**src/rtl/l15_pico_req_ctrl_pkg.sv**
```systemverilog
// Shared definitions for the picorv32 -> L1.5 request controller.
//   ctrl_state_e : controller FSM states
//   MSG_DATA_SIZE_* : L1.5 request size codes
//   CTRL_ERR_*   : bit positions inside the sticky ctrl_err flags
//   ctrl_dbg_t   : debug view of controller internals (state, watchdog, ...)
package l15_pico_req_ctrl_pkg;

  typedef enum logic [2:0] {
    SLEEP = 3'd0,  // core held in reset until wakeup
    IDLE  = 3'd1,  // waiting for a core request
    ISSUE = 3'd2,  // request presented to L1.5, waiting for ack
    WAIT  = 3'd3,  // request accepted, waiting for response
    RESP  = 3'd4,  // one-cycle completion to the core
    ERR   = 3'd5   // illegal strobe, one-cycle completion, nothing issued
  } ctrl_state_e;

  localparam logic [2:0] MSG_DATA_SIZE_1B = 3'b001;
  localparam logic [2:0] MSG_DATA_SIZE_2B = 3'b010;
  localparam logic [2:0] MSG_DATA_SIZE_4B = 3'b011;

  localparam int CTRL_ERR_STRB    = 0;
  localparam int CTRL_ERR_TIMEOUT = 1;

  localparam int WATCHDOG_W = 16;

  typedef struct packed {
    ctrl_state_e             state;
    logic                    drop_pending;
    logic                    req_instr;     // latched pico_mem_instr
    logic [1:0]              pico_addr_lo;  // latched raw pico_mem_addr[1:0]
    logic [WATCHDOG_W-1:0]   watchdog;
  } ctrl_dbg_t;

endpackage

```
**src/rtl/l15_pico_wstrb_decode.sv**
```systemverilog
// Combinational translation of a picorv32 byte-strobe pattern into an L1.5
// request shape.
//   wstrb    in  4 : pico byte strobes (0 = load)
//   is_store out 1 : request is a store
//   size     out 3 : MSG_DATA_SIZE_* code
//   addr_lo  out 2 : byte offset to place in address bits [1:0]
//   illegal  out 1 : pattern cannot be expressed as a single L1.5 access
module l15_pico_wstrb_decode
  import l15_pico_req_ctrl_pkg::*;
(
  input  logic [3:0] wstrb,
  output logic       is_store,
  output logic [2:0] size,
  output logic [1:0] addr_lo,
  output logic       illegal
);

  always_comb begin
    is_store = 1'b1;
    size     = MSG_DATA_SIZE_1B;
    addr_lo  = 2'b00;
    illegal  = 1'b0;
    case (wstrb)
      4'b0000: begin
        is_store = 1'b0;
        size     = MSG_DATA_SIZE_4B;
      end
      4'b1111: size = MSG_DATA_SIZE_4B;
      4'b0011: size = MSG_DATA_SIZE_2B;
      4'b1100: begin
        size    = MSG_DATA_SIZE_2B;
        addr_lo = 2'b10;
      end
      4'b0001: addr_lo = 2'b00;
      4'b0010: addr_lo = 2'b01;
      4'b0100: addr_lo = 2'b10;
      4'b1000: addr_lo = 2'b11;
      default: begin
        is_store = 1'b0;
        illegal  = 1'b1;
      end
    endcase
  end

endmodule

```
**src/rtl/l15_pico_req_ctrl.sv**
```systemverilog
// Sequences picorv32 memory requests onto the L1.5 request/response path,
// one transaction outstanding at a time. Holds the core in reset until the
// wakeup interrupt, and abandons transactions whose response never arrives.
//
// Ports:
//   clk, rst_n               clock, asynchronous active-low reset
//   pico_mem_*               picorv32 native memory interface
//   pico_resetn              core reset (active-low), released on wakeup
//   ctrl_l15_req_*           L1.5 request (val/is_store/address/size/data)
//   l15_ctrl_req_ack         L1.5 accepted the request
//   l15_ctrl_resp_val/rdata  L1.5 response
//   l15_ctrl_wakeup          wakeup interrupt pulse
//   ctrl_err                 sticky flags: [0] illegal strobe, [1] timeout
//   ctrl_dbg                 debug view of FSM state, watchdog, drop flag
//
// Handshakes: the core holds pico_mem_valid and its fields until it sees
// pico_mem_ready for one cycle. ctrl_l15_req_val and all request fields stay
// stable until l15_ctrl_req_ack is sampled high; l15_ctrl_resp_val is a
// single-cycle strobe with no back-pressure.
module l15_pico_req_ctrl
  import l15_pico_req_ctrl_pkg::*;
#(
  parameter int         TIMEOUT_CYCLES = 1024,
  parameter logic [7:0] ADDR_HI        = 8'h00
) (
  input  logic        clk,
  input  logic        rst_n,
  input  logic        pico_mem_valid,
  input  logic        pico_mem_instr,
  input  logic [31:0] pico_mem_addr,
  input  logic [31:0] pico_mem_wdata,
  input  logic [3:0]  pico_mem_wstrb,
  output logic        pico_mem_ready,
  output logic [31:0] pico_mem_rdata,
  output logic        pico_resetn,
  output logic        ctrl_l15_req_val,
  output logic        ctrl_l15_req_is_store,
  output logic [39:0] ctrl_l15_req_address,
  output logic [2:0]  ctrl_l15_req_size,
  output logic [31:0] ctrl_l15_req_data,
  input  logic        l15_ctrl_req_ack,
  input  logic        l15_ctrl_resp_val,
  input  logic [31:0] l15_ctrl_resp_rdata,
  input  logic        l15_ctrl_wakeup,
  output logic [1:0]  ctrl_err,
  output ctrl_dbg_t   ctrl_dbg
);

  localparam logic [WATCHDOG_W-1:0] WDOG_LAST = WATCHDOG_W'(TIMEOUT_CYCLES - 1);

  ctrl_state_e           state_q, state_d;
  logic                  resetn_q, resetn_d;
  logic                  ready_q, ready_d;
  logic [31:0]           rdata_q, rdata_d;
  logic                  req_val_q, req_val_d;
  logic                  is_store_q, is_store_d;
  logic [39:0]           addr_q, addr_d;
  logic [2:0]            size_q, size_d;
  logic [31:0]           data_q, data_d;
  logic [1:0]            err_q, err_d;
  logic                  drop_q, drop_d;
  logic [WATCHDOG_W-1:0] wdog_q, wdog_d;
  logic                  instr_q, instr_d;
  logic [1:0]            addr_lo_q, addr_lo_d;

  logic       dec_is_store;
  logic [2:0] dec_size;
  logic [1:0] dec_addr_lo;
  logic       dec_illegal;

  l15_pico_wstrb_decode u_wstrb_decode (
    .wstrb    (pico_mem_wstrb),
    .is_store (dec_is_store),
    .size     (dec_size),
    .addr_lo  (dec_addr_lo),
    .illegal  (dec_illegal)
  );

  always_ff @(posedge clk or negedge rst_n) begin
    if (!rst_n) begin
      state_q    <= SLEEP;
      resetn_q   <= 1'b0;
      ready_q    <= 1'b0;
      rdata_q    <= '0;
      req_val_q  <= 1'b0;
      is_store_q <= 1'b0;
      addr_q     <= '0;
      size_q     <= '0;
      data_q     <= '0;
      err_q      <= '0;
      drop_q     <= 1'b0;
      wdog_q     <= '0;
      instr_q    <= 1'b0;
      addr_lo_q  <= '0;
    end else begin
      state_q    <= state_d;
      resetn_q   <= resetn_d;
      ready_q    <= ready_d;
      rdata_q    <= rdata_d;
      req_val_q  <= req_val_d;
      is_store_q <= is_store_d;
      addr_q     <= addr_d;
      size_q     <= size_d;
      data_q     <= data_d;
      err_q      <= err_d;
      drop_q     <= drop_d;
      wdog_q     <= wdog_d;
      instr_q    <= instr_d;
      addr_lo_q  <= addr_lo_d;
    end
  end

  // Next-state and next-output logic. Every output is computed one cycle
  // ahead here so the ports come straight from flops.
  always_comb begin
    state_d    = state_q;
    resetn_d   = resetn_q;
    ready_d    = 1'b0;
    rdata_d    = '0;
    req_val_d  = req_val_q;
    is_store_d = is_store_q;
    addr_d     = addr_q;
    size_d     = size_q;
    data_d     = data_q;
    err_d      = err_q;
    drop_d     = drop_q;
    wdog_d     = wdog_q;
    instr_d    = instr_q;
    addr_lo_d  = addr_lo_q;

    // A late response from an abandoned transaction may turn up at any point
    // outside WAIT; it settles the outstanding drop.
    if (state_q != WAIT && l15_ctrl_resp_val) begin
      drop_d = 1'b0;
    end

    case (state_q)
      SLEEP: begin
        if (l15_ctrl_wakeup) begin
          state_d  = IDLE;
          resetn_d = 1'b1;
        end
      end
      IDLE: begin
        if (pico_mem_valid) begin
          instr_d   = pico_mem_instr;
          addr_lo_d = pico_mem_addr[1:0];
          if (dec_illegal) begin
            state_d               = ERR;
            ready_d               = 1'b1;
            err_d[CTRL_ERR_STRB]  = 1'b1;
          end else begin
            state_d    = ISSUE;
            req_val_d  = 1'b1;
            is_store_d = dec_is_store;
            size_d     = dec_size;
            addr_d     = {ADDR_HI, pico_mem_addr[31:2], dec_addr_lo};
            data_d     = pico_mem_wdata;
          end
        end
      end
      ISSUE: begin
        if (l15_ctrl_req_ack) begin
          state_d   = WAIT;
          req_val_d = 1'b0;
          wdog_d    = '0;
        end
      end
      WAIT: begin
        wdog_d = wdog_q + 1'b1;
        if (l15_ctrl_resp_val && !drop_q) begin
          state_d = RESP;
          ready_d = 1'b1;
          rdata_d = is_store_q ? 32'h0 : l15_ctrl_resp_rdata;
        end else begin
          if (l15_ctrl_resp_val) begin
            drop_d = 1'b0;
          end
          // Timeout re-arms the drop even if a stale response was just eaten:
          // this transaction's own response is now owed.
          if (wdog_q == WDOG_LAST) begin
            state_d                  = RESP;
            ready_d                  = 1'b1;
            err_d[CTRL_ERR_TIMEOUT]  = 1'b1;
            drop_d                   = 1'b1;
          end
        end
      end
      RESP:    state_d = IDLE;
      ERR:     state_d = IDLE;
      default: state_d = SLEEP;
    endcase
  end

  assign pico_mem_ready        = ready_q;
  assign pico_mem_rdata        = rdata_q;
  assign pico_resetn           = resetn_q;
  assign ctrl_l15_req_val      = req_val_q;
  assign ctrl_l15_req_is_store = is_store_q;
  assign ctrl_l15_req_address  = addr_q;
  assign ctrl_l15_req_size     = size_q;
  assign ctrl_l15_req_data     = data_q;
  assign ctrl_err              = err_q;

  assign ctrl_dbg = '{state:        state_q,
                      drop_pending: drop_q,
                      req_instr:    instr_q,
                      pico_addr_lo: addr_lo_q,
                      watchdog:     wdog_q};

endmodule
```
**config.mk**
```make
export PLATFORM = sky130hd
export DESIGN_NAME = l15_pico_req_ctrl
export DESIGN_NICKNAME = d
export VERILOG_FILES = /design/src/rtl/l15_pico_req_ctrl_pkg.sv /design/src/rtl/l15_pico_wstrb_decode.sv /design/src/rtl/l15_pico_req_ctrl.sv
export SDC_FILE = /design/constraint.sdc
export NUM_CORES = 1
export LEC_CHECK = 0
export BUFFER_PORTS_ARGS = -buffer_cell sky130_fd_sc_hd__buf_4
export CAP_MARGIN = 20
export CORE_ASPECT_RATIO = 0.5
export CORE_MARGIN = 2
export CORE_UTILIZATION = 42
export DETAILED_ROUTE_END_ITERATION = 6
export HOLD_SLACK_MARGIN = 0.06
export MAX_ROUTING_LAYER = met4
export PLACE_DENSITY = 0.76
export RECOVER_POWER = 50
export SKIP_CTS_REPAIR_TIMING = 1
export SLEW_MARGIN = 20
export SYNTH_ARGS = -nofsm -noshare
export SYNTH_HDL_FRONTEND = slang
export SYNTH_HIERARCHICAL = 1
export SYNTH_SLANG_ARGS = --single-unit
```
**constraint.sdc**
```tcl
create_clock -name clk -period 1.5 [get_ports clk]
set_input_delay 0.075 -clock clk [delete_from_list [all_inputs] [get_ports clk]]
set_output_delay 0.075 -clock clk [all_outputs]
set_load 0.02 [all_outputs]
```
==> results.toml <==
[timing]
post-route-period-util_pct = 110
fin_hold_ws_ps = 115
finalHoldViolCount = 0
fin_skew_ps = 10.4
max-slew-margin-rel_pct = 45.3
period_needed_ps = 1640
max_freq_mhz = 608
worst_pin_slew_ps = 820
finalWorstSetupSlack_ps = -145
finalMaxSlewViolations = 0
finalSetupViolCount = 107
rsz0062_at_grt = "yes"

[logic_synthesis]
syn_area_sq_um = 5110
synth_top_area_share_pct = 62.7
synth-async-reset-ratio_pct = 100
synth_ff_type = "dfrtp_1"
yosysUniqueCellTypes = 49
syn_area_per_cell_sq_um = 13.6
synthCells = 375
synth-seq-area-share_pct = 62.7
yosysWarnings = 6
synth_area_leaders = "dfrtp_1, mux2_2, and2_1"
synth-seq-cells = 128
yosysTopAreaCell = "dfrtp_1"
synth_edf_count = 0

[layout]
num_antenna_cells = 0
nets = 871
final_layout_size_suffix_gt1_share_pct = 52.6
num-fill-cells = 690
syn_to_final_growth_pct = 81.2
final_cells = 941
finalCoreUtilization_pct = 78.1

[global_routing]
grt_max_degree = 35
antenna_found_initial = 0
grt_overflow = 0
grt_usage_pct = 20.9
grt_pass1_vias = 4010
grt_pass1_wl_mm = 20.5

[clock_tree]
htreeDepth = 4
cts_tree = "yes"
clk-insertion-delay-late_ps = 410
cts.clk_slew.worst_paths_ps = 60
root_buffer = "clkbuf_16"
cts.sinks = 128
numCtsBuffers = 17
clockBufferDepth = 2

[place]
numPortBuffers = 234
gp_congestion = 0.827
dp.cells = 795
hpwl_mm = 10.1

[worst_setup_path]
end_kind = "flop"
start_kind = "flop"
critical_path_class = "flop to flop"
slowest_stage = "dfrtp_2"
crit_required_ps = 1800
path_max_fanout = 12
crit_chain = "nor4_4 -> buf_6 -> clkbuf_16 -> mux2_2"
rr_worst_depth = 4
max_stage_delay_ps = 450
r2r_slack_ps = -140
worstPathArrival_ps = 1940

[routing]
drt-wirelength-per-cell_microns = 18.7
route.met2.wl_mm = 9.67
firstDrtPassIters = 5
dr_wl_met3_microns = 767
top_layer = "met4"
route.detailed.drc = 0
ant_nets = 0
dr.first_iter.drc_count = 209
avgViaCountPerCell = 5.04
drt_wl_total_mm = 17.6
num_vias = 4739
wl_met1_mm = 6.54

[status]
violations = "setup timing"
outcome = "finished with violations"

[pwr]
power_frac_clock_pct = 25.0
power.total_w = 0.0174
power_switching_w = 0.00612
p_leak_nw = 4.51
p_seq_share_pct = 32.0
peakVddDrop_v = 0.000940
switching_share_pct = 35.1
p_comb_share_pct = 43.0
power_density_nw_per_um2 = 1880
p_int_w = 0.0113

[die]
start_util_pct = 43.1
rows = 28
pin_count = 243
die_area_sq_um = 13100
die_w_microns = 160
die_h_microns = 82.0
core_sq_um = 11800

[hold_path]
min_path_type = "input port to flop"
min_path_cells = 3

[run]
cap_violations = 0
[final cells by class]
cell class	instances	area, sq um	share of cell area [%]
Tap cell	165	206	2.23
Inverter	2	7.51	0.0811
Clock inverter	15	193	2.08
Sequential cell	128	3210	34.7
Clock buffer	17	425	4.60
Multi-Input combinational cell	225	1920	20.8
Timing Repair Buffer	389	3290	35.5
[per-stage QoR]
stage               area (sq um)  worst slack [ps]  setup TNS (ps)
finish                      9250              -145           -9220
global route                9250              -207          -15800
CTS                         8000              -127           -6040
detailed placement          7380              -246          -13510
global placement            7380              -209          -11370
floorplan                   5230              -208          -12070
[layout by cell type, fill, tap and decap left out, drive strengths merged, types with 2 or more instances in the layout]
cell type,netlist,final
dlygate4sd3,0,100
o21ai,14,14
xor2,2,2
nand4,6,6
nand3b,2,2
nor3,7,7
buf,23,276
and3,4,4
clkinvlp,0,4
nor2,6,6
dfrtp,128,128
a21oi,4,4
nand3,3,3
clkbuf,4,30
and2,34,34
nand2b,4,4
and4,3,3
bufinv,0,4
o31ai,5,5
inv,2,3
nand2,20,20
nor4,2,2
clkinv,0,6
a21o,3,3
o41ai,2,2
o211ai,4,4
conb,2,9
o311ai,2,2
mux2,71,71
nor2b,3,3
[power by group through the flow]
stage | Clock (W) | Combinational, W | Sequential (W)
2_1_floorplan | 0 | 0.00197 | 0.00701
3_3_place_gp | 0 | 0.00645 | 0.00546
3_5_place_dp | 0 | 0.00659 | 0.00553
4_1_cts | 0.00439 | 0.00663 | 0.00549
5_1_grt | 0.00459 | 0.00784 | 0.00572
6_report | 0.00435 | 0.00750 | 0.00558
[routing by layer]
| layer | vias up | track usage (%) |
|---|---|---|
| met5 | - | - |
| met4 | 0 | 8.11 |
| met3 | 56 | 3.94 |
| met2 | 199 | 36.8 |
| met1 | 2409 | 24.6 |
| li1 | 2075 | - |
[cell usage after synthesis, types with 2 or more instances]
library cell and count:
a21oi_1 4, and3_1 4, a21o_1 3, nor3_2 2
o31ai_1 5, nand3b_1 2, clkbuf_1 3, dfrtp_1 128
conb_1 2, nor2b_1 3, buf_4 14, xor2_1 2
and4_1 3, nand2b_1 4, o41ai_1 2, and2_1 34
buf_2 8, o21ai_0 13, nand3_1 3, o311ai_0 2
nor3_1 5, nand2_1 20, mux2_2 62, nand4_1 6
nor2_1 5, mux2_1 9, inv_1 2, o211ai_1 4
[cell families after synthesis]
family | share of synthesized area, %
AO/OA/AOI/OAI | 5.73
XOR/XNOR | 0.515
adder cells (fa/ha/maj) | 0.245
buffers and inverters | 3.53
flip-flops | 62.7
multiplexers | 15.7
other | 0.147
AND/OR/NAND/NOR | 11.4
[worst max-delay path: cells and delay by family, from the launching register on]
| family | cells | cell delay, ps |
|---|---|---|
| flops | 1 | 450 |
| simple gates | 1 | 320 |
| mux | 1 | 340 |
| buf+inv | 2 | 430 |
[worst paths after layout]
check,startpoint,endpoint
max,state_q[2],ctrl_l15_req_address[4]
min,pico_mem_wstrb[2],ctrl_l15_req_address[0]
max reg2reg,state_q[2],ctrl_l15_req_address[4]
min reg2reg,ctrl_err[1],ctrl_err[1]
max in group asynchronous,rst_n,state_q[0]
min in group asynchronous,rst_n,drop_q
[state kept, by name (all words and copies together), names as in the netlist, 2 cells and up]
name                  cells
pico_mem_rdata           32
ctrl_l15_req_data        32
ctrl_l15_req_address     32
wdog_q                   16
addr_lo_q                 2
ctrl_l15_req_size         3
state_q                   3
ctrl_err                  2
No activity file was read; power rests on OpenSTA's default activity.
